### config.mk
export PLATFORM = sky130hd
export DESIGN_NAME = param_word_gen
export DESIGN_NICKNAME = d
export VERILOG_FILES = /design/src/rtl/param_word_gen.sv
export SDC_FILE = /design/constraint.sdc
export NUM_CORES = 1
export LEC_CHECK = 0
export ABC_CLOCK_PERIOD_IN_PS = 2450
export BUFFER_PORTS_ARGS = -buffer_cell sky130_fd_sc_hd__buf_2
export CORE_MARGIN = 1.5
export CORE_UTILIZATION = 55
export CTS_CLUSTER_SIZE = 12
export DETAILED_ROUTE_END_ITERATION = 8
export PLACE_DENSITY = 0.9
export SYNTH_ARGS = -nofsm -noshare
export SYNTH_HDL_FRONTEND = slang
export SYNTH_SLANG_ARGS = --single-unit
### constraint.sdc
create_clock -name clk -period 2.45 [get_ports clk]
set_clock_uncertainty 0.1 [all_clocks]
set_input_delay 0.245 -clock clk [delete_from_list [all_inputs] [get_ports clk]]
set_output_delay 0.245 -clock clk [all_outputs]
set_load 0.1 [all_outputs]
### src/rtl/param_word_gen.sv
// Parameterized burst word source: on start, emits COUNT words START, START+STEP, ...
// over a valid/ready handshake, then pulses done and counts the completed burst.
module param_word_gen #(
  parameter int unsigned WIDTH = 32,
  parameter int unsigned START = 1,
  parameter int unsigned STEP  = 2,
  parameter int unsigned COUNT = 4
) (
  input  logic             clk,
  input  logic             rst,
  input  logic             start,
  output logic [WIDTH-1:0] out_data,
  output logic             out_valid,
  input  logic             out_ready,
  output logic             busy,
  output logic             done,
  output logic [7:0]       burst_cnt
);

  localparam int unsigned IDX_W = (COUNT > 1) ? $clog2(COUNT) : 1;

  // START/STEP are taken as 32-bit values; the cast truncates or zero-extends to WIDTH
  localparam logic [31:0]      START32  = START;
  localparam logic [31:0]      STEP32   = STEP;
  localparam logic [WIDTH-1:0] START_W  = WIDTH'(START32);
  localparam logic [WIDTH-1:0] STEP_W   = WIDTH'(STEP32);
  localparam logic [IDX_W-1:0] LAST_IDX = IDX_W'(COUNT - 1);

  typedef enum logic [1:0] {
    S_IDLE,
    S_RUN,
    S_DONE
  } state_t;

  state_t           state_q, state_d;
  logic [WIDTH-1:0] out_data_q, out_data_d;
  logic             out_valid_q, out_valid_d;
  logic             busy_q, busy_d;
  logic             done_q, done_d;
  logic [7:0]       burst_cnt_q, burst_cnt_d;
  logic [IDX_W-1:0] idx_q, idx_d;

  always_comb begin
    state_d     = state_q;
    out_data_d  = out_data_q;
    out_valid_d = out_valid_q;
    busy_d      = busy_q;
    done_d      = 1'b0;
    burst_cnt_d = burst_cnt_q;
    idx_d       = idx_q;

    unique case (state_q)
      S_IDLE: begin
        out_valid_d = 1'b0;
        busy_d      = 1'b0;
        if (start) begin
          state_d     = S_RUN;
          out_data_d  = START_W;
          out_valid_d = 1'b1;
          busy_d      = 1'b1;
          idx_d       = '0;
        end
      end

      S_RUN: begin
        if (out_valid_q && out_ready) begin
          if (idx_q == LAST_IDX) begin
            // last word stays on out_data; only valid drops
            state_d     = S_DONE;
            out_valid_d = 1'b0;
            done_d      = 1'b1;
          end else begin
            idx_d      = idx_q + IDX_W'(1);
            out_data_d = out_data_q + STEP_W;
          end
        end
      end

      S_DONE: begin
        state_d     = S_IDLE;
        out_valid_d = 1'b0;
        busy_d      = 1'b0;
        burst_cnt_d = burst_cnt_q + 8'd1;
      end

      default: begin
        state_d     = S_IDLE;
        out_valid_d = 1'b0;
        busy_d      = 1'b0;
      end
    endcase
  end

  always_ff @(posedge clk or posedge rst) begin
    if (rst) begin
      state_q     <= S_IDLE;
      out_data_q  <= '0;
      out_valid_q <= 1'b0;
      busy_q      <= 1'b0;
      done_q      <= 1'b0;
      burst_cnt_q <= '0;
      idx_q       <= '0;
    end else begin
      state_q     <= state_d;
      out_data_q  <= out_data_d;
      out_valid_q <= out_valid_d;
      busy_q      <= busy_d;
      done_q      <= done_d;
      burst_cnt_q <= burst_cnt_d;
      idx_q       <= idx_d;
    end
  end

  assign out_data  = out_data_q;
  assign out_valid = out_valid_q;
  assign busy      = busy_q;
  assign done      = done_q;
  assign burst_cnt = burst_cnt_q;

endmodule
==> results.ini <==
[sta]
finalHoldViolCount=0
setup_tns_ps=0
setup_violations=0
worst_slack_ps=158
timing.fmax_mhz=436
worst_pin_slew_ps=759
period_share_pct=93.6
max_slew_margin_pct=49.1
slew_violations=0
fin_crit_ps=2290
rsz0062_at_grt=false

[grt]
antenna_found_initial=0
grtUsageTotal_pct=23.6
overflow=0
grt_pass1_wl_um=9360
grt_max_degree=24
grt_pass1_vias=2047

[critical_path]
critical_path.max_fanout=13
required_ps=2580
crit_path_end_kind=flop
cp.arrival_ps=2420
criticalPathCategory=flop to flop
critPathLaunchType=flop

[detailed_routing]
wl_um=5530
vias=2171
wl_per_cell_um=15.5
viasPerCell=6.08
drc=0
first_iter_violations=169
antenna_left=0
firstDrtPassIters=4

[layout]
area_growth_pct=16.7
instances_no_fill=357
final_common_cell=buf_2
final_nets=312
final_cell_mix=46 x buf_2, 32 x nand2_1, 31 x dfrtp_1
drive_above_1_share_pct=26.6
n_antenna_cell=0

[yosys]
synth_nets=266
syn_area_per_cell_um2=9.63
syn_inst=258
synth_edf_count=0
ys_types=39
yosys.area_share.simple_pct=26.6
synth_fa_ha_area_share_pct=2.01
yosys_warnings=0
synthFlopType=dfrtp_1
yosysTopAreaCell=dfrtp_1
ys_seq_area_share_pct=47.3
synth-compound-area-share_pct=12.4
synth_mux_area_share_pct=4.08
synthXorXnorAreaFrac_pct=3.52
ys_async_sr_fraction_pct=100
ys_ff_latch=47
synth_top_cell_area_share_pct=47.3
synth_top_family_by_area=simple AND/OR/NAND/NOR gates
synthesis.area_um2=2480
synth_area_leaders=dfrtp_1 47%, nand2_1 4.8%, or4_1 3.9%, a21oi_1 3.6%, mux2i_1 3.6%

[cts]
cts_sinks=47
cts_tree=yes
cts_root_buffer=clkbuf_8
cts_max_level=2
worstSkewPairLatency_ps=300
clk_pin_slew_ps=90
numCtsBuffers=5
cts_buffer_depth=2

[die]
die-width_um=70.2
rows=24
num_io_pins=47
start_util_pct=57.1
die_h_um=70.2
die_area_um2=4930
core-area_um2=4350

[outcome]
outcome=completed

[worst_hold_path]
hold_path_class=primary input to flop

[power]
power_switching_mw=0.901
p_clk_share_pct=26.7
p_leak_nw=1.30
p_per_area_nw_per_um2=768
power_frac_comb_pct=31.6
p_int_mw=1.33
peakVddDrop_mv=0.693
swShare_pct=40.4
seqPwrFrac_pct=41.8

[placement]
gp_congestion=0.808
portBuffers=46
dp_hpwl_um=3970
dp_cells=348
dp_slack_ps=188

[flow_run]
maxCapViolCount=0

==> per-layer routing <==
metal / wire (µm) / track usage [%] / up-vias / share of wire, %
met3: 321 / 5.05 / 5 / 5.8
met5: 0 / 0 / - / 0
li1: - / - / 1032 / -
met4: 50 / 5.13 / 0 / 0.90
met2: 2770 / 40.5 / 63 / 50
met1: 2390 / 31.0 / 1071 / 43
==> power by group through the flow <==
stage	Combinational [mW]	Clock, mW	Sequential (mW)
after detailed placement	0.704	0	0.945
after CTS	0.708	0.600	0.930
after global placement	0.688	0	0.940
final	0.703	0.594	0.930
after floorplan	0.265	0	1.24
after global routing	0.756	0.629	0.943
==> path summary, 6_finish.rpt <==
check | startpoint | to | slack [ps] | cells after the start
max | out_data[3]$_DFFE_PP0P_ | out_data[28]$_DFFE_PP0P_ | 160 | 4
min | start | busy$_DFFE_PP0N_ | 180 | 3
max reg2reg | out_data[3]$_DFFE_PP0P_ | out_data[28]$_DFFE_PP0P_ | 160 | 4
min reg2reg | out_data[0]$_DFFE_PP0P_ | out_data[0]$_DFFE_PP0P_ | 370 | 1
max in group asynchronous | rst | out_data[6]$_DFFE_PP0P_ | 1310 | 4
min in group asynchronous | rst | out_data[31]$_DFFE_PP0P_ | 380 | 3
==> cells in the mapped netlist (5+ instances only) <==
cell	instances
dfrtp_1	47
nand2_1	32
a21oi_1	18
nand3_1	14
or4_1	13
nand2b_1	12
o21ai_0	10
o31ai_1	10
mux2i_1	9
nor2_1	9
clkbuf_1	7
inv_1	7
nand4_1	7
xor2_1	6
nor4_1	5
or3_1	5
==> cell families after synthesis <==
logic type               count (synthesis)
XOR/XNOR                                10
AND/OR/NAND/NOR                        118
multiplexers                            10
flip-flops                              47
AO/OA/AOI/OAI                           48
buffers and inverters                   21
adder cells (fa/ha/maj)                  4
==> stage by stage <==
stage | hold WS, ps | power (mW) | instance area (µm²) | utilization [%]
2_1_floorplan | 332 | 1.51 | 2500 | -
3_5_place_dp | 161 | 1.65 | 2770 | 63.7
4_1_cts | 176 | 2.24 | 2900 | 66.6
3_3_place_gp | 159 | 1.63 | 2770 | 63.7
5_1_grt | 195 | 2.33 | 2900 | 66.6
6_report | 183 | 2.23 | 2900 | 66.6
==> state kept, by name (all words and copies together), names as in the netlist <==
signal / flops
burst_cnt: 8
busy: 1
done: 1
idx_q: 2
out_data: 32
out_valid: 1
state_q: 2
==> timing repair <==
item,4_1_cts,5_1_grt
hold endpoints to repair,18,0
gates resized for setup,0,0
hold buffers,1,0
endpoints found under the setup margin,0,0
setup buffers,0,0
==> area by class of cell <==
class | count | area, µm²
fillers | 377 | 1450
multi-input cells | 190 | 1210
flip-flops and latches | 47 | 1200
repair buffers | 53 | 285
clock buffers | 6 | 82.6
well taps | 52 | 65.1
clock inverters | 2 | 35.0
inverters | 7 | 26.3
==> worst max-delay path, cell delays in order, from the launching register on <==
cell and delay [ps]:
dfrtp_2 420, and4_1 330, nand4_1 480, nor4_1 660, mux2i_1 250
Power figures use the tool's default switching activity.
